**config.mk**
```make
export PLATFORM = sky130hd
export DESIGN_NAME = posit_decoder_seq_flat
export DESIGN_NICKNAME = d
export VERILOG_FILES = /design/src/rtl/posit_pkg.sv /design/src/rtl/posit_decoder_seq_if.sv /design/src/rtl/posit_regime_scanner.sv /design/src/rtl/posit_decoder_seq.sv /design/src/flat_wrapper.sv
export SDC_FILE = /design/constraint.sdc
export NUM_CORES = 1
export LEC_CHECK = 0
export ABC_CLOCK_PERIOD_IN_PS = 2900
export CORE_MARGIN = 2
export CORE_UTILIZATION = 54
export DETAILED_ROUTE_END_ITERATION = 8
export PLACE_DENSITY = 0.92
export SETUP_SLACK_MARGIN = 0.4
export SLEW_MARGIN = 20
export SYNTH_ARGS = -nofsm -noshare
export SYNTH_HDL_FRONTEND = slang
export SYNTH_HIERARCHICAL = 1
export SYNTH_SLANG_ARGS = --single-unit
```
**constraint.sdc**
```tcl
create_clock -name clk -period 2.9 [get_ports clk]
set_input_delay 0.58 -clock clk [delete_from_list [all_inputs] [get_ports clk]]
set_output_delay 0.58 -clock clk [all_outputs]
set_load 0.01 [all_outputs]
```
**src/rtl/posit_pkg.sv**
```systemverilog
// Shared posit-unit types: decoder FSM states, the NaR bit pattern and a decoded-operand record.
package posit_pkg;

  typedef enum logic [2:0] {IDLE, ABS, SCAN, ALIGN, DONE} dec_state_t;

  localparam int P_N  = 32;
  localparam int P_ES = 2;
  localparam int P_RS = $clog2(P_N);

  // NaR is a lone sign bit; returned in a wide word so any N up to 64 can cast it down
  function automatic logic [63:0] NAR(input int n);
    return 64'd1 << (n - 1);
  endfunction

  typedef struct packed {
    logic                  sign;
    logic signed [P_RS:0]  k;
    logic [P_ES-1:0]       exp;
    logic [P_N-1:0]        mant;
    logic                  zero;
    logic                  inf;
  } dec_posit_t;

endpackage

```
**src/rtl/posit_decoder_seq_if.sv**
```systemverilog
// Operand-in / fields-out handshake bundle of the sequential posit decoder.
interface posit_decoder_seq_if #(
  parameter int N  = 32,
  parameter int ES = 2,
  parameter int RS = $clog2(N)
);
  logic                in_valid;
  logic                in_ready;
  logic [N-1:0]        in_posit;
  logic                out_valid;
  logic                out_ready;
  logic                out_sign;
  logic signed [RS:0]  out_k;
  logic [ES-1:0]       out_exp;
  logic [N-1:0]        out_mant;
  logic                out_zero;
  logic                out_inf;

  modport slave (
    input  in_valid, in_posit, out_ready,
    output in_ready, out_valid, out_sign, out_k, out_exp, out_mant, out_zero, out_inf
  );

  modport master (
    output in_valid, in_posit, out_ready,
    input  in_ready, out_valid, out_sign, out_k, out_exp, out_mant, out_zero, out_inf
  );
endinterface

```
**src/rtl/posit_regime_scanner.sv**
```systemverilog
// Serial regime-run scanner: loads a sign-stripped magnitude and counts the regime run one bit per cycle.
module posit_regime_scanner #(
  parameter int N  = 32,
  parameter int RS = $clog2(N)
) (
  input  logic          clk,
  input  logic          rst,
  input  logic          i_start,
  input  logic [N-1:0]  i_word,
  output logic          o_done,
  output logic [RS-1:0] o_run,
  output logic          o_first,
  output logic [N-1:0]  o_shifter
);
  localparam logic [RS-1:0] RUN_MAX = RS'(N - 1);

  logic          r_active;
  logic [N-1:0]  r_sh;
  logic [RS-1:0] r_run;
  logic          r_first;
  logic          w_cont;

  // A run stops on the first opposite bit or when it has consumed the whole word
  assign w_cont = r_active && (r_sh[N-1] == r_first) && (r_run < RUN_MAX);
  assign o_done = r_active && !w_cont;

  always_ff @(posedge clk) begin
    if (rst)
      r_active <= 1'b0;
    else if (i_start)
      r_active <= 1'b1;
    else if (o_done)
      r_active <= 1'b0;
  end

  always_ff @(posedge clk) begin
    if (i_start) begin
      r_sh    <= i_word << 1;
      r_first <= i_word[N-1];
      r_run   <= RS'(1);
    end else if (w_cont) begin
      r_sh    <= r_sh << 1;
      r_run   <= r_run + RS'(1);
    end
  end

  assign o_run     = r_run;
  assign o_first   = r_first;
  assign o_shifter = r_sh;
endmodule

```
**src/rtl/posit_decoder_seq.sv**
```systemverilog
// Multi-cycle posit unpacker: sign, regime k, exponent and hidden-bit mantissa behind valid/ready.
module posit_decoder_seq
  import posit_pkg::*;
#(
  parameter int N  = 32,
  parameter int ES = 2,
  parameter int RS = $clog2(N)
) (
  input logic               clk,
  input logic               rst,
  posit_decoder_seq_if.slave bus
);
  localparam logic [N-1:0]  NAR_W   = N'(NAR(N));
  localparam logic [RS-1:0] RUN_MAX = RS'(N - 1);

  dec_state_t          r_state, w_next;
  logic [N-1:0]        r_word;
  logic                r_sign, r_zero, r_inf;
  logic signed [RS:0]  r_k;
  logic [ES-1:0]       r_exp;
  logic [N-1:0]        r_mant;

  logic                w_accept, w_in_zero, w_in_nar;
  logic [N-1:0]        w_mag;
  logic                w_done, w_first;
  logic [RS-1:0]       w_run;
  logic [N-1:0]        w_shift, w_rem;
  logic [N-2:0]        w_frac;

  function automatic logic signed [RS:0] calc_k(input logic first, input logic [RS-1:0] run);
    logic signed [RS:0] v;
    v = signed'({1'b0, run});
    return first ? v - (RS+1)'(1) : -v;
  endfunction

  assign w_accept  = bus.in_valid && (r_state == IDLE);
  assign w_in_zero = (bus.in_posit == '0);
  assign w_in_nar  = (bus.in_posit == NAR_W);
  assign w_mag     = r_sign ? -r_word : r_word;

  posit_regime_scanner #(.N(N), .RS(RS)) u_scan (
    .clk       (clk),
    .rst       (rst),
    .i_start   (r_state == ABS),
    .i_word    (w_mag << 1),
    .o_done    (w_done),
    .o_run     (w_run),
    .o_first   (w_first),
    .o_shifter (w_shift)
  );

  // A saturated run leaves no terminator to drop
  assign w_rem  = (w_run < RUN_MAX) ? (w_shift << 1) : w_shift;
  assign w_frac = w_rem[N-2:0] << (ES - 1);

  always_ff @(posedge clk) begin
    if (rst) r_state <= IDLE;
    else     r_state <= w_next;
  end

  always_comb begin
    w_next = r_state;
    case (r_state)
      IDLE:    if (w_accept) w_next = (w_in_zero || w_in_nar) ? DONE : ABS;
      ABS:     w_next = SCAN;
      SCAN:    if (w_done) w_next = ALIGN;
      ALIGN:   w_next = DONE;
      DONE:    if (bus.out_ready) w_next = IDLE;
      default: w_next = IDLE;
    endcase
  end

  always_ff @(posedge clk) begin
    if (rst) begin
      r_sign <= 1'b0;
      r_zero <= 1'b0;
      r_inf  <= 1'b0;
      r_k    <= '0;
      r_exp  <= '0;
      r_mant <= '0;
    end else if (w_accept) begin
      r_word <= bus.in_posit;
      r_sign <= bus.in_posit[N-1];
      r_zero <= w_in_zero;
      r_inf  <= w_in_nar;
      r_k    <= '0;
      r_exp  <= '0;
      r_mant <= '0;
    end else if (r_state == ALIGN) begin
      r_k    <= calc_k(w_first, w_run);
      r_exp  <= w_rem[N-1 -: ES];
      r_mant <= {1'b1, w_frac};
    end
  end

  assign bus.in_ready  = (r_state == IDLE);
  assign bus.out_valid = (r_state == DONE);
  assign bus.out_sign  = r_sign;
  assign bus.out_k     = r_k;
  assign bus.out_exp   = r_exp;
  assign bus.out_mant  = r_mant;
  assign bus.out_zero  = r_zero;
  assign bus.out_inf   = r_inf;
endmodule

```
**src/flat_wrapper.sv**
```systemverilog
// flat-port wrapper written by rule: the top's interface ports become plain ports
module posit_decoder_seq_flat import posit_pkg::*;
#(
  parameter int N  = 32,
  parameter int ES = 2,
  parameter int RS = $clog2(N)
)
  (clk, rst, bus_in_valid, bus_in_posit, bus_out_ready, bus_in_ready, bus_out_valid, bus_out_sign, bus_out_k, bus_out_exp, bus_out_mant, bus_out_zero, bus_out_inf);
  posit_decoder_seq_if #(.N(N), .ES(ES), .RS(RS)) bus_i ();
  input logic clk;
  input logic rst;
  input wire logic [$bits(bus_i.in_valid)-1:0] bus_in_valid;
  input wire logic [$bits(bus_i.in_posit)-1:0] bus_in_posit;
  input wire logic [$bits(bus_i.out_ready)-1:0] bus_out_ready;
  output wire logic [$bits(bus_i.in_ready)-1:0] bus_in_ready;
  output wire logic [$bits(bus_i.out_valid)-1:0] bus_out_valid;
  output wire logic [$bits(bus_i.out_sign)-1:0] bus_out_sign;
  output wire logic [$bits(bus_i.out_k)-1:0] bus_out_k;
  output wire logic [$bits(bus_i.out_exp)-1:0] bus_out_exp;
  output wire logic [$bits(bus_i.out_mant)-1:0] bus_out_mant;
  output wire logic [$bits(bus_i.out_zero)-1:0] bus_out_zero;
  output wire logic [$bits(bus_i.out_inf)-1:0] bus_out_inf;
  assign bus_i.in_valid = bus_in_valid;
  assign bus_i.in_posit = bus_in_posit;
  assign bus_i.out_ready = bus_out_ready;
  assign bus_in_ready = bus_i.in_ready;
  assign bus_out_valid = bus_i.out_valid;
  assign bus_out_sign = bus_i.out_sign;
  assign bus_out_k = bus_i.out_k;
  assign bus_out_exp = bus_i.out_exp;
  assign bus_out_mant = bus_i.out_mant;
  assign bus_out_zero = bus_i.out_zero;
  assign bus_out_inf = bus_i.out_inf;
  posit_decoder_seq #(.N(N), .ES(ES), .RS(RS)) u_core (.clk(clk), .rst(rst), .bus(bus_i));
endmodule
```
After elaboration in Yosys (flattened, before gate mapping)

Cells that the tools add are included.

Output and inout bits: 45
Register bits after elaboration: 113
Input port bits: 36
Logic and storage cells: 52

Equality and inequality tests: 9
Muxes and demuxes: 12
$add $sub $neg: 4
Magnitude comparators: 1
Reductions and logical operators: 13
Bitwise logic cells: 1

Operators with widths:

| operator                                               | number |
|---|---|
| two-way mux 32 bit                                     | 3 |
| equality test 32 bit (second input constant)           | 1 |
| logical NOT 32 bit                                     | 1 |
| two-way mux 31 bit                                     | 1 |
| negator 31 bit                                         | 1 |
| one-hot mux 3 bit (5 select lines)                     | 1 |
| two-way mux 3 bit                                      | 4 |
| equality test 3 x 2 -> 1 bit (second input constant)   | 2 |
| two-way mux 6 bit                                      | 1 |
| negator 5 -> 6 bit                                     | 1 |
| subtractor 5 x 1 -> 6 bit (second input constant)      | 1 |
| adder 5 x 1 -> 5 bit (second input constant)           | 1 |
| less-than comparator 5 bit (second input constant)     | 1 |
| logical AND 1 bit                                      | 4 |
| inequality test 2 bit (second input constant)          | 2 |
| nonzero test 2 bit                                     | 2 |
| equality test 3 x 1 -> 1 bit (second input constant)   | 1 |
| equality test 3 bit (second input constant)            | 1 |
| logical NOT 3 bit                                      | 1 |
| AND reduction 3 bit                                    | 1 |
| two-way mux 1 bit                                      | 2 |
| inequality test 2 x 1 -> 1 bit (second input constant) | 1 |
| AND reduction 2 bit                                    | 1 |
| OR reduction 2 bit                                     | 1 |
| other kinds (4)                                        | 4 |

Longest topological paths before layout

Depth in word-level cells: 7
Depth in mapped cells: 8
Gate-level depth less buffers: 7

By module

Netlist, hierarchy kept.

Modules (own cells, without submodules):

| module               | times used | area an instance (sq um) | cells each | sequential area each (sq um) |
|---|---|---|---|---|
| posit_decoder_seq    | 1          | 3,648.5                  | 350        | 1,831.8 |
| posit_regime_scanner | 1          | 1,651.6                  | 102        | 1,081.0 |

Least setup slack after synthesis

OpenSTA, ideal clock, no wires.

Path type: register to register
Start point: register u_core.r_state[2]
End point: register u_core.r_word[0] (enable)
Data arrival time: 2,349 ps
Library setup time: 423 ps
Buffers on the path: 0
Slack: 127 ps
Stages on the path, launching flop included: 4
Period minus slack after synthesis: 2,773 ps
Required time: 2,477 ps
Cell sequence: dfxtp_1 -> nor3_1 -> nand2_1 -> nor2_1

Longest elaborated chain between the ends: 3

RTL lines:

| item                                 | RTL line                | RTL |
|---|---|---|
| start, declared                      | posit_decoder_seq.sv:16 | `dec_state_t r_state, w_next;` |
| start signal, assigned               | posit_decoder_seq.sv:58 | `else r_state <= w_next;` |
| logical NOT 3 bit                    | -                       |  |
| via bus_in_ready                     | flat_wrapper.sv:15      | `output wire logic [$bits(bus_i.in_ready)-1:0] bus_in_ready;` |
| logical AND 1 bit                    | posit_decoder_seq.sv:36 | `assign w_accept = bus.in_valid && (r_state == IDLE);` |
| AND reduction 2 bit (no source line) | -                       |  |
| end signal, assigned                 | posit_decoder_seq.sv:82 | `r_word <= bus.in_posit;` |
| end, declared                        | posit_decoder_seq.sv:17 | `logic [N-1:0] r_word;` |

The timed path passes the listed nets, and every way through them passes these cells.
A chain may end at the register's enable or synchronous reset.

Worst setup path after layout

Start point: register u_core.r_word[3]
End point: register u_core.u_scan.r_sh[19], in the netlist u_core/u_scan/o_shifter[19] (data pin)

Longest elaborated chain between the ends: 3

RTL lines:

| item                 | RTL line                   | RTL |
|---|---|---|
| negator 31 bit       | posit_decoder_seq.sv:39    | `assign w_mag = r_sign ? -r_word : r_word;` |
| two-way mux 31 bit   | posit_decoder_seq.sv:39    |  |
| via u_core.w_mag[17] | posit_decoder_seq.sv:24    | `logic [N-1:0] w_mag;` |
| two-way mux 32 bit   | posit_regime_scanner.sv:37 | `if (i_start) begin` |
| end signal, assigned | posit_regime_scanner.sv:38 | `r_sh <= i_word << 1;` |
| end signal, assigned | posit_regime_scanner.sv:42 | `r_sh <= r_sh << 1;` |
| end, declared        | posit_regime_scanner.sv:18 | `logic [N-1:0] r_sh;` |

The timed path passes the listed nets, and every way through them passes these cells.

==> key figures <==
Logic synthesis
  – Synth Area per Inst: 11.7 sq um
  – Seq/Total Area, Yosys: 55.0%
  – Ys async rst share: 0%
  – Most used DFF post-synth: edfxtp_1
  – Cells after Synth: approximately 450
  – Distinct cells, synth: 48
  – Cell taking the most area after synthesis: edfxtp_1
  – Largest family of logic cells by synthesized area: multiplexers
  – Synth Area in Simple Gates: roughly 11%
  – Yosys reg bits: between 100 and 150
  – Synth Area in Compound Gates: about a tenth
  – Adder-cell share of the synthesized area: less than 1%
  – Synth top area cells: edfxtp_1 (36%), dfxtp_1 (19%), mux2i_1 (6.4%)
  – Yosys top cell area share: a little over a third
  – Mux cell area share after synthesis: 13.1%
  – EDFF count, synth: 63
  – XOR/XNOR share of the synthesized area: roughly 6.6%
  – Post-Syn Area: around 5300 sq um
  – Synth warn: 6

Worst setup path
  – CP peak stage delay: approximately 0.5 ns
  – Critical path arrival: ~3.1 ns
  – Worst endpoint required time: about 3.2 ns
  – Worst setup EP type: flop
  – Crit-path cells: nor4_1 > nand2_1 > or2_4 > buf_4 > o41ai_4 > xnor2_1 > mux2_2
  – CP top delay family: simple AND/OR/NAND/NOR gates
  – Worst setup path class: flop to flop
  – CP Launch Type: flop
  – CP Buf/Inv Count: 1
  – Worst Path Max Fanout: 6
  – Critical-path top delay cell: nor4_1

Route
  – Via count: around 4200
  – Number of remaining DRC errors: 0
  – Drt pass-1 iters: 5
  – Drt via density: around 6.0
  – Routed Antenna Nets: 0
  – First DRT Iteration DRCs: approximately 560
  – Drt wl/cell: 20.7 um
  – Total Wirelength: between 10 and 15 mm

Power and ir drop
  – Final total power: between 4000 and 5000 uW
  – Sequential Power Share: a little over two fifths
  – Pint: ~3400 uW
  – Share of total power in combinational logic: roughly 14%
  – P_leak: approximately 0.0026 uW
  – Clock network power share: roughly 43%
  – Power per cell area: between 600 and 700 nW/um^2
  – NetSw: roughly 1200 uW
  – Sw Ratio: about a quarter
  – Peak VDD IR: 457 uV

Floorplan
  – Rows: 36
  – Die area: 10600 sq um
  – Top Ports: about 80
  – Initial core utilization: between 50% and 60%
  – Die span in x: just over 100 um
  – Core area: between 9000 and 10000 sq um
  – Die height: 103 um

STA
  – Headroom to the max-slew limit: between 20% and 30%
  – Max-slew violations: 0
  – Hold_ws: about 0.47 ns
  – Period minus WS final: 2.80 ns
  – Measured slew at the worst slew-check pin: 1.05 ns
  – Setup TNS: 0 ns
  – Max Clock Skew: 0.0123 ns
  – Period utilization: between 90% and 100%
  – Final setup violating endpoints: 0
  – Final Hold Viols: 0
  – RSZ-0062 raised after global routing: yes
  – Fmax: approximately 360 MHz

Place
  – Post-DP HPWL: about 7.6 mm
  – Port Buffer Count: 79
  – Placer's final routability congestion estimate: just under 0.9

Final layout
  – Area growth syn-to-layout: 35.0%
  – Final net count: between 500 and 600
  – FILL cells: around 600
  – Share of layout cells above drive strength 1: between 20% and 30%
  – N_diodes: 0

Clocking
  – Clk slew on worst S/H paths: about 0.060 ns
  – Cts hold-fix bufs: 0
  – Clk root buf: clkbuf_8
  – Clock latency on the worst-skew pair: ~0.53 ns
  – H-Tree Level Count: 4
  – CTS buffer count: 17
  – CTS tree: built
  – Sink Count: 114
  – Clock buffer depth: 2

Global routing
  – Initial antenna violation count: 0
  – Remaining Overflow, GRT: 0
  – Total global-route track usage: between 20% and 30%
  – First-pass GRT wire length: 19.6 mm
  – Largest net degree at the start of global routing: 76
  – Vias in the first global route: 3822

Flow run
  – Max Cap Viol: 0

Hold path
  – Hold crit path type: flop to flop

Status
  – Status: complete, no violations
==> timing repair <==
item	in CTS	in global routing
endpoints found under the setup margin	17	18
resized for setup	21	23
buffers inserted	12	14
pin swaps	4	11
==> path summary, 6_finish.rpt <==
path | start | depth (start not counted) | slack [ns] | endpoint
worst max-delay path | u_core/r_word[3] | 7 | 0.10 | u_core/u_scan/o_shifter[19]
worst min-delay path | u_core/bus.out_zero | 2 | 0.47 | u_core/bus.out_zero
worst max register to register | u_core/r_word[3] | 7 | 0.10 | u_core/u_scan/o_shifter[19]
worst min register to register | u_core/bus.out_zero | 2 | 0.47 | u_core/bus.out_zero
==> metal layers <==
layer  part of all wire [%]  track usage [%]  vias up  wire, um
li1                       -                -     1881         -
met1                     39             31.5     1957      5660
met2                     49             39.4      300      7060
met3                    8.0             6.92       58      1170
met4                    4.3             12.6        0       625
met5                      0                0        -         0
==> synth_stat cells, types with 2 or more instances <==
library cell   n
nand3_1        4
or3_1          5
o31ai_1       11
nand2b_1       3
buf_1          5
o21ai_0       12
and2_1         5
inv_1          7
a21oi_1        5
dfxtp_1       51
or4_1          5
mux2i_1       34
xnor2_1       37
or2_2          3
buf_4          2
edfxtp_1      63
and3_1         2
nor3_1         6
ha_1           3
nand2_1       16
nand4_1        2
buf_2          6
a211oi_1      37
o21a_1         2
o41ai_1        2
nor2b_1        2
nor2_1        51
clkbuf_1      14
mux2_2        30
nor4_1         8
conb_1         2
==> logic make-up (layout without fill, tap and decap cells) <==
| kind of cell | count (synthesis) | count (layout) |
|---|---|---|
| flops | 114 | 114 |
| buf+inv | 34 | 150 |
| fa+ha+maj | 3 | 3 |
| simple gates | 119 | 119 |
| other cells | 2 | 3 |
| mux | 65 | 65 |
| compound gates | 76 | 76 |
| xor+xnor | 39 | 39 |
==> power by group through the flow <==
stage	Sequential, uW	Combinational (uW)	Clock, uW
2_1_floorplan	1960	383	0
3_3_place_gp	1980	525	0
3_5_place_dp	1990	545	0
4_1_cts	1960	579	1920
5_1_grt	1990	673	2010
6_report	1970	632	1930
==> sequential cells by signal (all words and copies together), names as in the netlist <==
signal / flops
u_core/u_scan/o_run: 5
u_core/bus.out_inf: 1
u_core/u_scan/r_active: 1
u_core/bus.out_sign: 1
u_core/bus.out_exp: 2
u_core/r_word: 31
u_core/u_scan/o_first: 1
u_core/u_scan/o_shifter: 31
u_core/r_state: 3
u_core/bus.out_k: 6
u_core/bus.out_mant: 31
u_core/bus.out_zero: 1
==> final cells by class <==
type                            instances  area, sq um  area share, %
Multi-Input combinational cell        305         2460           34.4
Inverter                                7         26.3          0.367
Sequential cell                       114         2910           40.7
Tap cell                              133          166           2.33
Timing Repair Buffer                  111         1040           14.5
Clock buffer                           23          500           7.00
Clock inverter                          9         47.5          0.665
==> cells in the final DEF (no fill, tap or decap), types with 8 or more instances in the layout <==
| cell type | netlist | layout |
|---|---|---|
| a211oi_1 | 37 | 37 |
| nor4_1 | 8 | 8 |
| clkbuf_16 | 0 | 19 |
| mux2_2 | 30 | 28 |
| nor2_1 | 51 | 49 |
| edfxtp_1 | 63 | 63 |
| xnor2_1 | 37 | 34 |
| nand2_1 | 16 | 15 |
| dfxtp_1 | 51 | 50 |
| buf_4 | 2 | 30 |
| clkdlybuf4s50_1 | 0 | 79 |
| mux2i_1 | 34 | 34 |
==> worst register-to-register path, cell delays in order, from the launching register on <==
cell and delay, ns:
edfxtp_1 0.47, nor4_1 0.51, nand2_1 0.29, or2_4 0.37
buf_4 0.17, o41ai_4 0.30, xnor2_1 0.14, mux2_2 0.29
==> stage by stage <==
stage | cells | cell area [sq um] | worst slack, ns | utilization (%)
after global placement | 644 | 6210 | 0.334 | 64.4
after detailed placement | 644 | 6210 | 0.227 | 64.4
after floorplan | 453 | 5310 | 0.375 | -
after CTS | 688 | 6930 | 0.300 | 71.9
after global routing | 702 | 7150 | 0.0790 | 74.2
final | 702 | 7150 | 0.102 | 74.2
(Power assumes the default switching activity.)
